$ cat src/rtl/frame_wr_pkg.sv
// Shared types and constants for the frame buffer write arbiter.
// Latency: n/a (declarations only).
// Backpressure: n/a.
package frame_wr_pkg;

    typedef enum logic [1:0] {
        ARB        = 2'd0,
        CLEAR_PEND = 2'd1,
        CLEAR      = 2'd2
    } state_t;

    localparam int FB_ADDR_W            = 19;
    localparam int FB_DATA_W            = 8;
    localparam int FRAME_PIXELS_DEFAULT = 307200;

    localparam logic [FB_DATA_W-1:0] CLEAR_COLOR_DEFAULT = 8'h00;

endpackage

$ cat src/rtl/rr_arbiter.sv
// Round-robin pick of one requester, searching upward from ptr with wrap.
// Latency: purely combinational.
// Backpressure: none; grant is zero when no requester is valid.
// Ports: valid (request vector), ptr (search start) -> grant (one-hot), idx (granted index), any (a grant exists).
module rr_arbiter #(
    parameter int NUM_REQ = 4,
    parameter int PTR_W   = 2
) (
    input  logic [NUM_REQ-1:0] valid,
    input  logic [PTR_W-1:0]   ptr,
    output logic [NUM_REQ-1:0] grant,
    output logic [PTR_W-1:0]   idx,
    output logic               any
);

    // First pass covers indices at or above ptr, second pass wraps to the
    // indices below ptr; the first hit in that order wins.
    always_comb begin
        grant = '0;
        idx   = '0;
        any   = 1'b0;
        for (int i = 0; i < NUM_REQ; i++) begin
            if (!any && valid[i] && (PTR_W'(i) >= ptr)) begin
                grant[i] = 1'b1;
                idx      = PTR_W'(i);
                any      = 1'b1;
            end
        end
        for (int i = 0; i < NUM_REQ; i++) begin
            if (!any && valid[i] && (PTR_W'(i) < ptr)) begin
                grant[i] = 1'b1;
                idx      = PTR_W'(i);
                any      = 1'b1;
            end
        end
    end

endmodule

$ cat src/rtl/frame_write_arbiter.sv
// Merges NUM_REQ pixel write requesters onto one frame buffer write port, with an optional clear sweep.
// Latency: a granted write shows on wr_* one cycle after its handshake; the sweep writes one pixel per cycle.
// Backpressure: req_ready is a combinational one-hot grant, held at 0 during the sweep and while in reset.
// Ports: Clk, Reset_n; req_valid/req_addr/req_data/req_ready requester side; frame_start, clear_req,
//        clear_busy clear control; wr_addr/wr_data/wr_en frame buffer write port.
// Build option: define FRAME_WRITE_ARBITER_CLEAR_EN to include the clear engine (absent by default).
module frame_write_arbiter
    import frame_wr_pkg::*;
#(
    parameter int                   NUM_REQ      = 4,
    parameter int                   FRAME_PIXELS = FRAME_PIXELS_DEFAULT,
    parameter logic [FB_DATA_W-1:0] CLEAR_COLOR  = CLEAR_COLOR_DEFAULT
) (
    input  logic                           Clk,
    input  logic                           Reset_n,
    input  logic [NUM_REQ-1:0]             req_valid,
    input  logic [NUM_REQ*FB_ADDR_W-1:0]   req_addr,
    input  logic [NUM_REQ*FB_DATA_W-1:0]   req_data,
    output logic [NUM_REQ-1:0]             req_ready,
    input  logic                           frame_start,
    input  logic                           clear_req,
    output logic                           clear_busy,
    output logic [FB_ADDR_W-1:0]           wr_addr,
    output logic [FB_DATA_W-1:0]           wr_data,
    output logic                           wr_en
);

    localparam int PTR_W = $clog2(NUM_REQ);
    localparam int AW1   = FB_ADDR_W + 1;
    // One extra bit so a limit of exactly 2^FB_ADDR_W still compares correctly.
    localparam logic [AW1-1:0] PIX_LIMIT = AW1'(FRAME_PIXELS);

    logic [PTR_W-1:0]     rr_ptr;
    logic [PTR_W-1:0]     grant_idx;
    logic [PTR_W-1:0]     ptr_next;
    logic [NUM_REQ-1:0]   grant;
    logic                 grant_any;
    logic                 serving;
    logic                 xfer;
    logic                 in_range;
    logic [FB_ADDR_W-1:0] sel_addr;
    logic [FB_DATA_W-1:0] sel_data;

    rr_arbiter #(
        .NUM_REQ (NUM_REQ),
        .PTR_W   (PTR_W)
    ) u_rr_arbiter (
        .valid (req_valid),
        .ptr   (rr_ptr),
        .grant (grant),
        .idx   (grant_idx),
        .any   (grant_any)
    );

`ifdef FRAME_WRITE_ARBITER_CLEAR_EN
    localparam logic [FB_ADDR_W-1:0] LAST_ADDR = FB_ADDR_W'(FRAME_PIXELS - 1);

    state_t               state_q;
    state_t               state_d;
    logic [FB_ADDR_W-1:0] clr_addr;

    always_ff @(posedge Clk or negedge Reset_n) begin
        if (!Reset_n) begin
            state_q <= ARB;
        end else begin
            state_q <= state_d;
        end
    end

    always_comb begin
        state_d = state_q;
        case (state_q)
            ARB:        if (clear_req)   state_d = frame_start ? CLEAR : CLEAR_PEND;
            CLEAR_PEND: if (frame_start) state_d = CLEAR;
            CLEAR:      if (clr_addr == LAST_ADDR) state_d = ARB;
            default:    state_d = ARB;
        endcase
    end

    // Parked at 0 outside the sweep so every sweep starts from address 0.
    always_ff @(posedge Clk or negedge Reset_n) begin
        if (!Reset_n) begin
            clr_addr <= '0;
        end else if (state_q == CLEAR) begin
            clr_addr <= clr_addr + FB_ADDR_W'(1);
        end else begin
            clr_addr <= '0;
        end
    end

    assign serving    = Reset_n && (state_q != CLEAR);
    assign clear_busy = (state_q != ARB);
`else
    logic unused_clear_in;
    assign unused_clear_in = &{1'b0, clear_req, frame_start, CLEAR_COLOR};

    assign serving    = Reset_n;
    assign clear_busy = 1'b0;
`endif

    always_comb begin
        sel_addr = '0;
        sel_data = '0;
        for (int i = 0; i < NUM_REQ; i++) begin
            if (grant[i]) begin
                sel_addr = req_addr[i*FB_ADDR_W +: FB_ADDR_W];
                sel_data = req_data[i*FB_DATA_W +: FB_DATA_W];
            end
        end
    end

    // Ready is forced low in reset so no handshake can be seen while the
    // write port and pointer are held cleared.
    assign req_ready = serving ? grant : '0;
    assign xfer      = serving && grant_any;
    assign in_range  = ({1'b0, sel_addr} < PIX_LIMIT);
    assign ptr_next  = (grant_idx == PTR_W'(NUM_REQ - 1)) ? '0 : grant_idx + PTR_W'(1);

    // Out-of-range requests still complete their handshake and advance the
    // pointer; only the frame buffer write is suppressed.
    always_ff @(posedge Clk or negedge Reset_n) begin
        if (!Reset_n) begin
            wr_en   <= 1'b0;
            wr_addr <= '0;
            wr_data <= '0;
            rr_ptr  <= '0;
        end else begin
            wr_en <= 1'b0;
`ifdef FRAME_WRITE_ARBITER_CLEAR_EN
            if (state_q == CLEAR) begin
                wr_en   <= 1'b1;
                wr_addr <= clr_addr;
                wr_data <= CLEAR_COLOR;
            end
`endif
            if (xfer) begin
                wr_en   <= in_range;
                wr_addr <= sel_addr;
                wr_data <= sel_data;
                rr_ptr  <= ptr_next;
            end
        end
    end

endmodule

$ cat config.mk
export PLATFORM = sky130hd
export DESIGN_NAME = frame_write_arbiter
export DESIGN_NICKNAME = d
export VERILOG_FILES = /design/src/rtl/frame_wr_pkg.sv /design/src/rtl/rr_arbiter.sv /design/src/rtl/frame_write_arbiter.sv
export SDC_FILE = /design/constraint.sdc
export NUM_CORES = 1
export LEC_CHECK = 0
export CORE_ASPECT_RATIO = 1.4
export CORE_MARGIN = 2
export CORE_UTILIZATION = 37
export CTS_CLUSTER_DIAMETER = 30
export DETAILED_ROUTE_END_ITERATION = 8
export GPL_ROUTABILITY_DRIVEN = 0
export PLACE_DENSITY = 0.86
export SLEW_MARGIN = 20
export SYNTH_ARGS = -nofsm -noshare
export SYNTH_HDL_FRONTEND = slang
export SYNTH_SLANG_ARGS = --single-unit
$ cat constraint.sdc
create_clock -name Clk -period 2.8 [get_ports Clk]
set_clock_uncertainty 0.15 [all_clocks]
set_input_delay 0.28 -clock Clk [delete_from_list [all_inputs] [get_ports Clk]]
set_output_delay 0.28 -clock Clk [all_outputs]
set_load 0.005 [all_outputs]
# Word level (Yosys, flattened, before mapping)
# Index checks and enable logic that the tools add are counted.
op_classes:
  n_addsub: 1
  n_mul: 0
  div_mod_pow: 0
  n_lt_le_gt_ge: 9
  n_eq_ne: 1
  shifts: 0
  n_mux: 33
  bitwise_logic: 0
  reduce_logical: 23
op_table:
  columns: ["operator", "n"]
  rows:
  - ["2-to-1 mux 19 bit", 4]
  - ["2-to-1 mux 8 bit", 4]
  - ["less-than comparator 19 bit (second input constant)", 1]
  - ["2-to-1 mux 1 bit", 17]
  - ["logical AND 1 bit", 16]
  - ["2-to-1 mux 2 bit", 7]
  - ["logical NOT 1 bit", 7]
  - ["greater-or-equal comparator 1 x 2 -> 1 bit (first input constant)", 2]
  - ["greater-or-equal comparator 2 bit (first input constant)", 2]
  - ["less-than comparator 1 x 2 -> 1 bit (first input constant)", 2]
  - ["less-than comparator 2 bit (first input constant)", 2]
  - ["2-to-1 mux 4 bit", 1]
  - ["adder 2 x 1 -> 2 bit (second input constant)", 1]
  - ["== test 2 bit (second input constant)", 1]
totals:
  regBits: 30
  latch_bits: 0
  ramBits: 0
  romBits: 0
  in_bits: 116
  wordCells: 71
  memories: 0

# Depth between registers and ports, before layout
# Gate-level depths: netlist of run 1.
depth:
  ltp_word: 34
  depth_mapped: 9
  ltp_nobuf: 6

# Modules after synthesis
# Synthesis of run 1 repeated with hierarchy kept, for this count alone.
unflattened:
  cells_unflattened: 265
  area_unflattened_um2: 2133.3
modules_own_cells:
  columns: ["module", "n_inst", "cells_each", "area_per_inst_um2"]
  rows:
  - ["frame_write_arbiter", 1, 232, 1910.6]
  - ["rr_arbiter", 1, 33, 222.7]

# Worst setup path before layout of run 1
# No wires, ideal clock.
synth_path:
  kind: "flip-flop to flip-flop"
  start: "reg rr_ptr[1]"
  end: "reg wr_data[4]"
  arrival_time_ps: 1620
  required_ps: 2532
  slack_ps: 912
  path_stages_with_launch: 9
  n_path_buf: 3
  cell_sequence: "dfrtp_1 > buf_6 > o21a_4 > and2_1 > buf_6 > buf_6 > a222oi_1 > a21oi_1 > a21o_1"
synth_between:
  elab_chain_cells: 32
  elab_cells_between_ends: 50
  classes_between: "order compare: 8; mux: 19; reduce/logical: 23"
synth_rtl:
  columns: ["element", "line_no", "text"]
  rows:
  - ["start: declaration", "frame_write_arbiter.sv:33", "logic [PTR_W-1:0] rr_ptr;"]
  - ["start signal: assignment", "frame_write_arbiter.sv:140", "rr_ptr <= ptr_next;"]
  - ["greater-or-equal comparator 1 x 2 -> 1 bit", "rr_arbiter.sv:23", "if (!any && valid[i] && (PTR_W'(i) >= ptr)) begin"]
  - ["logical AND 1 bit", "rr_arbiter.sv:23", null]
  - ["2-to-1 mux 1 bit", "rr_arbiter.sv:23", null]
  - ["logical NOT 1 bit", "rr_arbiter.sv:23", null]
  - ["logical AND 1 bit (2 in a row)", "rr_arbiter.sv:23", null]
  - ["2-to-1 mux 1 bit", "rr_arbiter.sv:23", null]
  - ["logical NOT 1 bit", "rr_arbiter.sv:23", null]
  - ["logical AND 1 bit (2 in a row)", "rr_arbiter.sv:23", null]
  - ["[... 12 more ...]", null, null]
  - ["2-to-1 mux 1 bit", "rr_arbiter.sv:30", "if (!any && valid[i] && (PTR_W'(i) < ptr)) begin"]
  - ["logical NOT 1 bit", "rr_arbiter.sv:30", null]
  - ["logical AND 1 bit (2 in a row)", "rr_arbiter.sv:30", null]
  - ["2-to-1 mux 1 bit", "rr_arbiter.sv:30", null]
  - ["logical NOT 1 bit", "rr_arbiter.sv:30", null]
  - ["logical AND 1 bit (2 in a row)", "rr_arbiter.sv:30", null]
  - ["2-to-1 mux 1 bit", "rr_arbiter.sv:30", null]
  - ["2-to-1 mux 8 bit or logical AND 1 bit (tied branches)", "frame_write_arbiter.sv:105, frame_write_arbiter.sv:115", null]
  - ["end signal: assignment", "frame_write_arbiter.sv:139", "wr_data <= sel_data;"]
  - ["end: declaration", "frame_write_arbiter.sv:24", "output logic [FB_DATA_W-1:0] wr_data,"]
# Several ways; a longest one is shown, not always the timed one.
# A chain may end at the register's enable or synchronous reset.

# Final worst setup path of run 1
layout_path:
  start: "in req_valid[2]"
  end: "out req_ready[0]"
layout_between:
  elab_chain_cells: 12
layout_rtl:
  columns: ["element", "line_no", "text"]
  rows:
  - ["start: declaration", "frame_write_arbiter.sv:16", "input logic [NUM_REQ-1:0] req_valid,"]
  - ["logical AND 1 bit * (2 in a row)", "rr_arbiter.sv:23", null]
  - ["2-to-1 mux 1 bit *", "rr_arbiter.sv:23", null]
  - ["logical NOT 1 bit", "rr_arbiter.sv:23", null]
  - ["logical AND 1 bit (2 in a row)", "rr_arbiter.sv:23", null]
  - ["2-to-1 mux 1 bit *", "rr_arbiter.sv:23", null]
  - ["logical NOT 1 bit *", "rr_arbiter.sv:30", null]
  - ["logical AND 1 bit * (2 in a row)", "rr_arbiter.sv:30", null]
  - ["2-to-1 mux 1 bit *", "rr_arbiter.sv:30", null]
  - ["2-to-1 mux 4 bit *", "frame_write_arbiter.sv:114", "assign req_ready = serving ? grant : '0;"]
  - ["end: declaration", "frame_write_arbiter.sv:19", "output logic [NUM_REQ-1:0] req_ready,"]
# Every way passes the cells marked *; elsewhere a longest branch is shown, timed or not.

==> results.toml, run 1 <==
[setup_path]
cp_slowest_cell = "clkdlybuf4s50_1"
start_kind = "input pin"
crit_fanout = 5
crit_top_cell = "clkdlybuf4s50_1"
path_class = "in2out"
max_stage_delay_ns = 0.53
cp-end-kind = "output port"
arrival_ns = 2.22
worst-endpoint-required_ns = 2.37
critPathTopFamily = "buffers and inverters"
worstPathCellList = "clkdlybuf4s50_1, buf_4, a2bb2oi_2, o32ai_4, and2_1, clkdlybuf4s50_1"
crit_buf_inv = 3

[die]
core_area_um2 = 5240
dieArea_um2 = 6090
ios = 149
num_rows = 31
die_w_um = 66.6
start_util_pct = 38.7
die_h_um = 91.6

[global_routing]
antenna_found_initial = 0
grt_pass1_vias = 2501
grt.total_usage_pct = 24.5
grt_pass1_wl_um = 11700
grt_max_degree = 34
grt_overflow_total = 0

[finish]
multiInputGateArea_um2 = 1140
syn_to_final_growth_pct = 80.2
regArea_um2 = 751
n_fill_cell = 438
drive_gt1_share_pct = 10.2
fin_util_pct = 69.8
final_nets = 476
antenna_cells = 0

[status]
status = "finished, final reports clean"

[clock_network]
numCtsBuffers = 5
h-tree-depth = 2
clk_path_buf_depth = 2
clockRootBuffer = "clkbuf_8"
clk-insertion-delay-late_ns = 0.27
clock-sinks = 30
tritoncts = "built"
cts-resized-gates = 0
cts.reportedPaths.clkPinSlew_ns = 0.06

[power]
cellPowerDensity_nw_per_um2 = 524
leakage_uw = 0.00156
comb_power_share_pct = 48.8
p_seq_share_pct = 32.3
peakVddDrop_mv = 0.340
p_int_uw = 1310
power_switching_uw = 609
switching_share_pct = 31.8
p_clk_share_pct = 18.9

[synthesis]
netlist_area_um2 = 2030
synthTopCellsByArea = "dfrtp_1 37%, a222oi_1 10%, a21o_1 8.9%"
synth_ff_type = "dfrtp_1"
synth_cells = 214
ys_types = 47
syn_nets = 330
synthArstFlopShare_pct = 100
avgSynthCellArea_um2 = 9.47
synth-edff-count = 0
ys_warn_count = 0
yosys.area.top_type = "dfrtp_1"
yosysSeqAreaShare_pct = 37.0
synth_top_area_share_pct = 37.0
synth.ff_latch_count = 30

[sta]
hold_viol = 0
setup_viol = 0
fmax_mhz = 378
fin_crit_sh_pct = 94.6
min_period_ns = 2.65
rsz0062_at_grt = "no"
final_max_slew_viol_count = 0
tns_ns = 0

[routing]
post_drt_wl_per_cell_um = 17.0
vias_per_cell = 5.55
drc = 0
num_vias = 2369
dr.max_layer_used = "met4"
drt-met1-wl_um = 2610
drt_iter0_drc = 191
drt_wl_total_um = 7250
firstDrtPassIters = 5
wl_met3_um = 571
route.met2.wl_um = 3860
final_antenna_net_count = 0

[run]
cap_violations = 0

[place]
port_buffers = 145
hpwl_um = 5730

[min_path]
hold_class = "in2async"
## layout by cell type (no fill, tap or decap), drive strengths merged, types with 2 or more instances in the layout
cell type,instances
a211oi,4
a21bo,2
a21o,24
a21oi,25
a222oi,21
a32o,2
and2,6
buf,15
clkbuf,7
clkdlybuf4s50,144
dfrtp,30
inv,4
nand2,32
nand2b,2
nand3b,2
nor2,2
nor2b,2
o21a,2
o21ai,7
o21bai,2
o221ai,4
o2bb2ai,2
o31ai,3
o32ai,2
## synth_stat cells (all sizes together), types with 3 or more instances
cell     n
nand2   32
buf     18
inv      4
a21oi   25
a21o    24
a211oi   4
and2     6
clkbuf   3
o31ai    3
o221ai   4
o21ai    7
dfrtp   30
a222oi  21
## registers in the layout (all words and copies together), names as in the netlist
name	count
wr_en	1
wr_data	8
rr_ptr	2
wr_addr	19
## metrics by stage
step / hold slack (ns) / worst slack, ns / total power, µW / area [µm²] / std cells
6_report: 0.309 / 0.151 / 1920 / 3650 / 427
3_3_place_gp: 0.0768 / 0.181 / 1540 / 3550 / 418
3_5_place_dp: 0.0764 / 0.142 / 1560 / 3550 / 418
5_1_grt: 0.341 / 0.0743 / 2040 / 3650 / 427
4_1_cts: 0.310 / 0.139 / 1930 / 3650 / 427
2_1_floorplan: -0.166 / 0.912 / 1050 / 2030 / 214
## area by class of cell
cell class / count / area share (%)
clock buffers: 7 / 2.36
clock inverters: 1 / 0.137
inverters: 4 / 0.411
multi-input cells: 159 / 31.2
flip-flops and latches: 30 / 20.5
well taps: 66 / 2.26
repair buffers: 160 / 43.1
## repair_timing
action / CTS / global route
setup buffers: 0 / 0
hold endpoints to repair: 12 / 0
hold buffers: 1 / 0
## cell families after synthesis
kind of cell | after synthesis | synth area share, %
other cells | 1 | 0.185
mux | 1 | 0.556
compound gates | 108 | 42.4
simple gates | 49 | 11.9
flops | 30 | 37.0
buf+inv | 25 | 7.96
## metal layers
metal	vias up	GRT usage, %
met2	118	44.0
met4	0	8.84
met5	-	0
li1	1124	-
met1	1109	27.3
met3	18	5.58
## worst paths after layout
check                             start           end  slack (ns)  cells past startpoint
min                             Reset_n    wr_addr[2]        0.31                      2
max in group asynchronous       Reset_n    wr_addr[6]        1.60                      3
min reg2reg                  wr_addr[3]    wr_addr[3]        0.32                      1
max reg2reg                   rr_ptr[1]         wr_en        0.63                      7
max                        req_valid[2]  req_ready[0]        0.15                      6
min in group Clk             wr_addr[3]    wr_addr[3]        0.32                      1
## power groups by stage
stage / sequential (µW) / clock, µW / combinational (µW)
floorplan: 619 / 0 / 431
global placement: 619 / 0 / 922
detailed placement: 626 / 0 / 938
CTS: 620 / 369 / 945
global route: 637 / 387 / 1010
finish: 619 / 361 / 934
No activity file was read; power rests on OpenSTA's default activity.
==> run 2, diff against run 1 <==
--- a/config.mk
+++ b/config.mk
@@ -7,11 +7,11 @@
 export LEC_CHECK = 0
 export CORE_ASPECT_RATIO = 1.4
 export CORE_MARGIN = 2
-export CORE_UTILIZATION = 37
+export CORE_UTILIZATION = 31
 export CTS_CLUSTER_DIAMETER = 30
 export DETAILED_ROUTE_END_ITERATION = 8
 export GPL_ROUTABILITY_DRIVEN = 0
-export PLACE_DENSITY = 0.86
+export PLACE_DENSITY = 0.77
 export SLEW_MARGIN = 20
 export SYNTH_ARGS = -nofsm -noshare
 export SYNTH_HDL_FRONTEND = slang
==> constraint.sdc (replaced) <==
create_clock -name Clk -period 2.2 [get_ports Clk]
set_clock_uncertainty 0.15 [all_clocks]
set_input_delay 0.22 -clock Clk [delete_from_list [all_inputs] [get_ports Clk]]
set_output_delay 0.22 -clock Clk [all_outputs]
set_load 0.005 [all_outputs]
==> run 2 against run 1 <==
  * Register-to-register slack got worse by 0.56 ns
  * Core utilization decreased by 5.4 points
  * Critical path depth increased by 2
  * Via count increased by 3.6%
  * Critical path type is now reg2reg
==> results.toml, run 2 (same netlist as run 1, synthesis figures left out) <==
[status]
status = "finished, final reports clean"

[global_routing]
grt.total_usage_pct = 22.4
grt_overflow_total = 0
grt_pass1_wl_um = 12800
grt_max_degree = 29
antenna_found_initial = 0
grt_pass1_vias = 2566

[place]
hpwl_um = 5950
dp_cells = 446
place_ws_ns = -0.307
port_buffers = 145

[clock_network]
numCtsBuffers = 5
clk-insertion-delay-late_ns = 0.27
clock-sinks = 30
cts.reportedPaths.clkPinSlew_ns = 0.07
clockRootBuffer = "clkbuf_8"
clk_path_buf_depth = 2
h-tree-depth = 2
tritoncts = "built"

[setup_path]
crit_fanout = 4
timing.rr.end = "wr_en"
cp-end-kind = "flip-flop"
start_kind = "flip-flop"
r2r_start = "rr_ptr[1]"
path_class = "reg2reg"
r2r_cells = 8
arrival_ns = 2.17
ff2ff_setup_slack_ns = 0.07
worst-endpoint-required_ns = 2.24

[sta]
hold_viol = 0
min_period_ns = 2.13
rsz0062_at_grt = "yes"
fmax_mhz = 470
final_max_slew_viol_count = 0
whs_ns = 0.172
setup_slack_ns = 0.0708
fin_crit_sh_pct = 96.8
setup_viol = 0

[die]
num_rows = 34
start_util_pct = 32.4
core_area_um2 = 6250
dieArea_um2 = 7210
die_h_um = 99.7
ios = 149
die_w_um = 72.3

[finish]
largest_register_ffs = 19
drive_gt1_share_pct = 20.0
multiInputGateArea_um2 = 1210
layout_commonest_cell = "clkdlybuf4s50_1"
instances_no_fill = 462
antenna_cells = 0
regArea_um2 = 753
n_fill_cell = 525
final_nets = 505
largest_register = "wr_addr"
syn_to_final_growth_pct = 98.6
reg_top3 = "wr_addr (19), wr_data (8), rr_ptr (2)"
final_cell_mix = "136 x clkdlybuf4s50_1, 35 x buf_4, 30 x nand2_1"

[routing]
drt_iter0_drc = 170
post_drt_wl_per_cell_um = 16.9
vias_per_cell = 5.31
final_antenna_net_count = 0
firstDrtPassIters = 5
drt_wl_total_um = 7830
num_vias = 2455
drc = 0

[power]
cellPowerDensity_nw_per_um2 = 680
peakVddDrop_mv = 0.422
leakage_uw = 0.00179
total_power_uw = 2740

[run]
cap_violations = 0

[min_path]
hold_class = "in2async"
## run 2: metrics by stage
step           instance area [µm²]  setup TNS (ns)  utilization [%]
6_report                      4030               0             64.4
3_5_place_dp                  3760           -6.60             60.2
4_1_cts                       3900          -0.138             62.4
2_1_floorplan                 2030               0                -
3_3_place_gp                  3760           -5.88             60.2
5_1_grt                       4030         -0.0549             64.4
## run 2: final cells by class
type | count | share of cell area, %
clock inverter | 3 | 0.995
clock buffer | 5 | 1.71
sequential | 30 | 18.7
timing repair buffer | 189 | 46.0
inverter | 4 | 0.373
tap | 72 | 2.24
multi-input combinational | 159 | 30.0
## run 2: timing repair
action                                  in CTS  in global routing
pin swaps                                    2                  9
endpoints found under the setup margin       6                 25
resized for setup                           13                 14
setup buffers                                2                  5
hold endpoints to repair                    30                  0
hold buffers                                 1                  0
## run 2: power breakdown
group / leakage, µW / switching [µW] / internal, µW / total [µW]
registers: 0.000372 / 87.3 / 694 / 782
clock network: 0.0000579 / 213 / 333 / 546
logic: 0.00136 / 544 / 866 / 1410
total: 0.00179 / 844 / 1890 / 2740
## run 2: how the worst max path moves through the flow
stage,startpoint,cells after the start,to
after floorplan,rr_ptr[1],8,wr_data[4]
after global placement,req_valid[0],8,wr_en
after detailed placement,req_valid[2],8,wr_en
after CTS,rr_ptr[0],4,req_ready[0]
after global routing,rr_ptr[1],8,wr_en
final,rr_ptr[1],8,wr_en
## run 2: metal layers
| metal | GRT usage (%) | up-vias | part of all wire [%] | routed length [µm] |
|---|---|---|---|---|
| li1 | - | 1179 | - | - |
| met1 | 27.0 | 1166 | 39 | 3060 |
| met2 | 39.0 | 99 | 52 | 4050 |
| met3 | 6.28 | 11 | 7.6 | 592 |
| met4 | 5.37 | 0 | 1.6 | 125 |
| met5 | 0 | - | 0 | 0 |
## run 2: worst max-delay path: stages (launching register included)
cell and delay [ns]:
dfrtp_2 0.43, buf_6 0.14, buf_6 0.11, o21a_4 0.21, buf_4 0.14, a32o_2 0.28, o221ai_4 0.20, o221ai_2 0.13
a211oi_2 0.24
